[config.mk]
export PLATFORM = sky130hd
export DESIGN_NAME = fp_multiply_seq
export DESIGN_NICKNAME = d
export VERILOG_FILES = /design/src/rtl/fp_multiply_seq.sv
export SDC_FILE = /design/constraint.sdc
export NUM_CORES = 1
export LEC_CHECK = 0
export CORE_ASPECT_RATIO = 0.7
export CORE_MARGIN = 10
export CORE_UTILIZATION = 45
export DETAILED_ROUTE_END_ITERATION = 10
export DONT_BUFFER_PORTS = 1
export GPL_ROUTABILITY_DRIVEN = 0
export PLACE_DENSITY = 0.6
export SLEW_MARGIN = 20
export SYNTH_ARGS = -nofsm -noshare
export SYNTH_HDL_FRONTEND = slang
export SYNTH_SLANG_ARGS = --single-unit
export TNS_END_PERCENT = 1
[constraint.sdc]
create_clock -name clk -period 4.9 [get_ports clk]
set_input_delay 0.49 -clock clk [delete_from_list [all_inputs] [get_ports clk]]
set_output_delay 0.49 -clock clk [all_outputs]
set_load 0.01 [all_outputs]
[src/rtl/fp_multiply_seq.sv]
// Sequential IEEE-754 multiplier: radix-2 shift-add mantissa datapath, start/ready handshake.
// Define FMUL_RNE_EN to round to nearest-even in NORM; the default build truncates.
module fp_multiply_seq #(
  parameter int X = 32
) (
  input  logic         clk,
  input  logic         clrn,
  input  logic         start,
  input  logic [X-1:0] A,
  input  logic [X-1:0] B,
  output logic [X-1:0] out,
  output logic         ready,
  output logic         busy,
  output logic         overflow,
  output logic         underflow
);

  localparam int EB   = (X == 64) ? 11 : 8;
  localparam int MB   = (X == 64) ? 52 : 23;
  localparam int BIAS = (1 << (EB - 1)) - 1;
  localparam int EW   = EB + 2;
  localparam int PW   = 2 * (MB + 1);
  localparam int CW   = $clog2(MB + 2);

  localparam logic signed [EW-1:0] BIAS_E   = EW'(BIAS);
  localparam logic signed [EW-1:0] EXP_MAX  = EW'((1 << EB) - 1);
  localparam logic signed [EW-1:0] EXP_ZERO = '0;

  typedef enum logic [1:0] {IDLE, MUL, NORM, DONE} state_t;

  state_t               state_q, state_d;
  logic [PW-1:0]        p_q, p_d;
  logic [MB:0]          ma_q, ma_d, mb_q, mb_d;
  logic signed [EW-1:0] exp_q, exp_d;
  logic                 sign_q, sign_d, zero_q, zero_d;
  logic [CW-1:0]        cnt_q, cnt_d;
  logic [X-1:0]         out_q, out_d;
  logic                 ovf_q, ovf_d, unf_q, unf_d, busy_q, busy_d;

  logic                 top;
  logic [MB-1:0]        man_n;
  logic signed [EW-1:0] exp_n;
  logic [MB+1:0]        sum;
`ifdef FMUL_RNE_EN
  logic [MB-1:0]        kept;
  logic [MB:0]          rnd;
  logic                 guard, sticky;
`endif

  // Partial-product add into the upper half of P; bit MB+1 is the carry.
  always_comb begin
    sum = {1'b0, p_q[PW-1:MB+1]} + {1'b0, (mb_q[0] ? ma_q : '0)};
  end

  // NOTE: every variable gets a value before any branch, so no latch is inferred.
  always_comb begin
    top   = p_q[PW-1];
    exp_n = exp_q + {{(EW-1){1'b0}}, top};
`ifdef FMUL_RNE_EN
    if (top) begin
      kept   = p_q[2*MB:MB+1];
      guard  = p_q[MB];
      sticky = |p_q[MB-1:0];
    end else begin
      kept   = p_q[2*MB-1:MB];
      guard  = p_q[MB-1];
      sticky = |p_q[MB-2:0];
    end
    rnd   = {1'b0, kept} + {{MB{1'b0}}, guard & (sticky | kept[0])};
    // A carry out of the mantissa leaves it all-zero and bumps the exponent.
    man_n = rnd[MB-1:0];
    exp_n = exp_n + {{(EW-1){1'b0}}, rnd[MB]};
`else
    man_n = top ? p_q[2*MB:MB+1] : p_q[2*MB-1:MB];
`endif
  end

  always_comb begin
    state_d = state_q;
    p_d     = p_q;
    ma_d    = ma_q;
    mb_d    = mb_q;
    exp_d   = exp_q;
    sign_d  = sign_q;
    zero_d  = zero_q;
    cnt_d   = cnt_q;
    out_d   = out_q;
    ovf_d   = ovf_q;
    unf_d   = unf_q;
    busy_d  = busy_q;
    case (state_q)
      IDLE, DONE: begin
        state_d = IDLE;
        if (start) begin
          sign_d  = A[X-1] ^ B[X-1];
          exp_d   = $signed({2'b00, A[X-2:MB]}) + $signed({2'b00, B[X-2:MB]}) - BIAS_E;
          zero_d  = (A[X-2:MB] == '0) || (B[X-2:MB] == '0);
          ma_d    = {1'b1, A[MB-1:0]};
          mb_d    = {1'b1, B[MB-1:0]};
          p_d     = '0;
          cnt_d   = '0;
          ovf_d   = 1'b0;
          unf_d   = 1'b0;
          busy_d  = 1'b1;
          state_d = MUL;
        end
      end
      MUL: begin
        // After the last multiplier bit one more MUL cycle elapses before NORM,
        // which places the ready pulse mant_bits+3 edges after acceptance.
        if (cnt_q == CW'(MB + 1)) begin
          state_d = NORM;
        end else begin
          p_d   = PW'({sum, p_q[MB:0]} >> 1);
          mb_d  = mb_q >> 1;
          cnt_d = cnt_q + 1'b1;
        end
      end
      NORM: begin
        busy_d  = 1'b0;
        state_d = DONE;
        if (zero_q) begin
          out_d = {sign_q, {(X-1){1'b0}}};
        end else if (exp_n >= EXP_MAX) begin
          ovf_d = 1'b1;
          out_d = {sign_q, {EB{1'b1}}, {MB{1'b0}}};
        end else if (exp_n <= EXP_ZERO) begin
          unf_d = 1'b1;
          out_d = {sign_q, {(X-1){1'b0}}};
        end else begin
          out_d = {sign_q, exp_n[EB-1:0], man_n};
        end
      end
      default: state_d = IDLE;
    endcase
  end

  // NOTE: state updates use non-blocking assignments so all registers see pre-edge values.
  always_ff @(posedge clk) begin
    if (!clrn) begin
      // NOTE: datapath registers are reset as well, so an abandoned operation leaves no residue.
      state_q <= IDLE;
      p_q     <= '0;
      ma_q    <= '0;
      mb_q    <= '0;
      exp_q   <= '0;
      sign_q  <= 1'b0;
      zero_q  <= 1'b0;
      cnt_q   <= '0;
      out_q   <= '0;
      ovf_q   <= 1'b0;
      unf_q   <= 1'b0;
      busy_q  <= 1'b0;
    end else begin
      state_q <= state_d;
      p_q     <= p_d;
      ma_q    <= ma_d;
      mb_q    <= mb_d;
      exp_q   <= exp_d;
      sign_q  <= sign_d;
      zero_q  <= zero_d;
      cnt_q   <= cnt_d;
      out_q   <= out_d;
      ovf_q   <= ovf_d;
      unf_q   <= unf_d;
      busy_q  <= busy_d;
    end
  end

  assign out       = out_q;
  assign ready     = (state_q == DONE);
  assign busy      = busy_q;
  assign overflow  = ovf_q;
  assign underflow = unf_q;

endmodule

==> summary.md <==
| Metric | Value |
|---|---|
| Die Wd | `168 µm` |
| Cts repair resizes | `0` |
| Pwr Density | `493 mW/mm²` |
| DR vias/cell | `5.60` |
| Largest net degree at the start of global routing | `60` |
| Seq pwr share | `36.2%` |
| Critical path cell sequence | `inv_1, ha_1, buf_4, nand2_1, nor2_1, nand2_1, a2111o_1, o21ai_0, a211o_1` |
| Die Span Y | `124 µm` |
| Fin. max-slew vios | `0` |
| Layout cells sized above 1 | `6.31%` |
| Tmin final | `3.36 ns` |
| Post-route antenna net violation count | `0` |
| Sw power | `1330 µW` |
| Hold path start | `clrn` |
| Clock root cell | `clkbuf_16` |
| Antenna cells | `0` |
| Avg Cell Area, Syn | `8.33 µm²` |
| # setup viols final | `0` |
| FF-to-FF Start | `state_q[1]$_SDFFE_PN0P_` |
| Flops & latches, synth | `127` |
| Clock Sinks | `127` |
| CTS buffer count | `17` |
| Mapped Cells | `830` |
| Nets | `927` |
| Post-CTS setup buffers | `0` |
| Cell Rows | `37` |
| Clk_skew | `0.00793 ns` |
| Syn-to-layout area delta | `10.4%` |
| Maximum buffer depth of the clock tree | `2` |
| Syn nets | `946` |
| Ports | `103` |
| Initial antenna violation count | `0` |
| Slowest cell on the critical path | `nor2_1` |
| Hold-fix buffers, CTS | `0` |
| Most common cell after layout, fill and taps aside | `nand2_1` |
| CP peak stage delay | `0.73 ns` |
| Starting Density | `46.6%` |
| Commonest cells after routing, fill and taps aside | `nand2_1 (129), dfxtp_1 (127), nor2_1 (74), a21oi_1 (56), o21ai_0 (55)` |
| Final wirelength | `17400 µm` |
| Clock power frac | `34.9%` |
| Die ar. | `0.0208 mm²` |
| VDD IR max | `0.000332 V` |
| Reg clk slew, reported paths | `0.06 ns` |
| Ys async rst share | `0%` |
| Crit path arrival time | `3.73 ns` |
| Htree depth | `4` |
| GRT Resource Usage Total | `16.4%` |
| Comb power frac | `28.9%` |
| Sequential element share of the synthesized area | `36.8%` |
| R2r setup slk | `1.54 ns` |
| Hold WC Path Type | `input port to register` |
| Distinct cell type count after synthesis | `61` |
| CTS tree | `yes` |
| DRC errors left | `0` |
| Vias | `5709` |
| Crit path buffers/inverters | `2` |
| Number of global-route vias before repair | `5390` |
| Pwr Total | `3770 µW` |
| Slew @ Worst Pin | `0.865 ns` |
| DRT Pass-1 Iters | `5` |
| P_leak | `0.00298 µW` |
| First-pass GRT wire length | `27800 µm` |
| Drt initial violations | `353` |
| RSZ-0062 raised after global routing | `false` |
| Clk_lat worst skew | `0.42 ns` |
| Yosys warns | `0` |
| Kind of critical path | `register to register` |
| Worst setup path startpoint | `state_q[1]$_SDFFE_PN0P_` |
| Crit path capture type | `register` |
| Wire per inst | `17.1 µm` |
| Layout fillers | `1374` |
| CP Launch Type | `register` |
| CP delay by family, top | `simple AND/OR/NAND/NOR gates` |
| Core Box Area | `0.0149 mm²` |
| EDFF count, synth | `0` |
| Final Cycle Share | `68.6%` |
| DP HPWL | `13100 µm` |
| Slew HR | `42.1%` |
| Final TNS setup | `0 ns` |
| MaxCap Viol Count | `0` |
| Netlist Area Pre-Place | `0.00692 mm²` |
| Port buffer count | `0` |
| Outcome | `completed` |
| Most used DFF post-synth | `dfxtp_1` |
| GRT overflow | `0` |
| Endpoints failing hold | `0` |
| Sw frac | `35.4%` |
| Critical Path RT | `5.27 ns` |
| Crit Path Max Fanout | `28` |
| CP dominant cell by count | `nand2_1` |
| FMAX | `297 MHz` |
| Internal power | `2430 µW` |
path summary, 6_finish.rpt:
kind                                end  cells past startpoint
setup / recovery   p_q[43]$_SDFFE_PN0P_                      9
hold / removal    mb_q[23]$_SDFFE_PN0P_                      1
setup reg to reg   p_q[43]$_SDFFE_PN0P_                      9
hold reg to reg   ma_q[18]$_SDFFE_PN0P_                      2
cell families after synthesis:
logic type	count (synthesis)	synth area share, %
buffers and inverters	66	4.02
XOR/XNOR	33	4.18
AND/OR/NAND/NOR	294	19.1
adder cells (fa/ha/maj)	49	9.08
multiplexers	50	7.23
AO/OA/AOI/OAI	211	19.6
flip-flops	127	36.8
flip-flops by register name, indices dropped and copies added, names as in the netlist, 2 cells and up:
register,cells
out,32
p_q,25
ma_q,24
mb_q,24
exp_q,10
cnt_q,5
state_q,2
cells in the mapped netlist (3+ instances only):
master      n  area (µm²)
a21oi_1    56         280
ha_1       47         588
xor2_1     15         131
a21o_1     12        90.1
nor3_1     13        65.1
o21ai_0    55         275
o211ai_1    4        30.0
buf_2       3        15.0
mux2i_1    50         500
xnor2_1    18         158
a211oi_1   33         248
and3_1      4        25.0
inv_1      21        78.8
buf_1       7        26.3
nor4_1      5        31.3
nor2b_1     5        31.3
a31oi_1     6        37.5
o21bai_1    3        22.5
o21ai_1     4        20.0
nand2b_1    4        25.0
nand2_1   129         484
clkbuf_1   30         113
dfxtp_1   127        2540
nand4_1     6        37.5
nand3_1    13        65.1
a22o_1      7        61.3
a22oi_1     9        67.6
nor2_1     75         282
and2_1     27         169
worst reg2reg max path: cells and delay by family (launching register included):
kind	cells	cell delay, ns
buf+inv	2	0.47
simple gates	3	1.64
compound gates	3	0.70
flops	1	0.35
fa+ha+maj	1	0.14
through the flow:
stage	worst slack, ns	hold slack (ns)	utilization, %	instances	area, µm²
floorplan	2.26	0.432	-	830	6920
global placement	1.79	0.443	47.2	987	7020
detailed placement	1.58	0.449	47.2	987	7020
CTS	1.55	0.181	51.4	1019	7630
global route	1.26	0.191	51.4	1019	7630
finish	1.54	0.195	51.4	1019	7630
power groups by stage:
| stage | clock, µW | combinational, µW | sequential (µW) |
|---|---|---|---|
| finish | 1320 | 1090 | 1360 |
| global route | 1370 | 1220 | 1390 |
| CTS | 1340 | 1100 | 1370 |
| detailed placement | 0 | 1090 | 1390 |
| global placement | 0 | 1050 | 1370 |
| floorplan | 0 | 921 | 1320 |
routing by layer:
metal / part of all wire (%) / track usage, % / routed length [µm]
met5: 0 / 0 / 0
met4: 1.5 / 6.13 / 263
met3: 8.1 / 6.14 / 1410
met2: 41 / 23.5 / 7120
met1: 50 / 21.9 / 8620
final cells by class:
| class | instances | area, µm² | share of cell area, % |
|---|---|---|---|
| clock buffer | 19 | 453 | 5.93 |
| sequential | 127 | 2540 | 33.3 |
| clock inverter | 13 | 163 | 2.13 |
| inverter | 21 | 78.8 | 1.03 |
| multi-input combinational | 637 | 4100 | 53.7 |
| tap | 195 | 244 | 3.20 |
| timing repair buffer | 7 | 52.6 | 0.688 |
(Power assumes the default switching activity.)
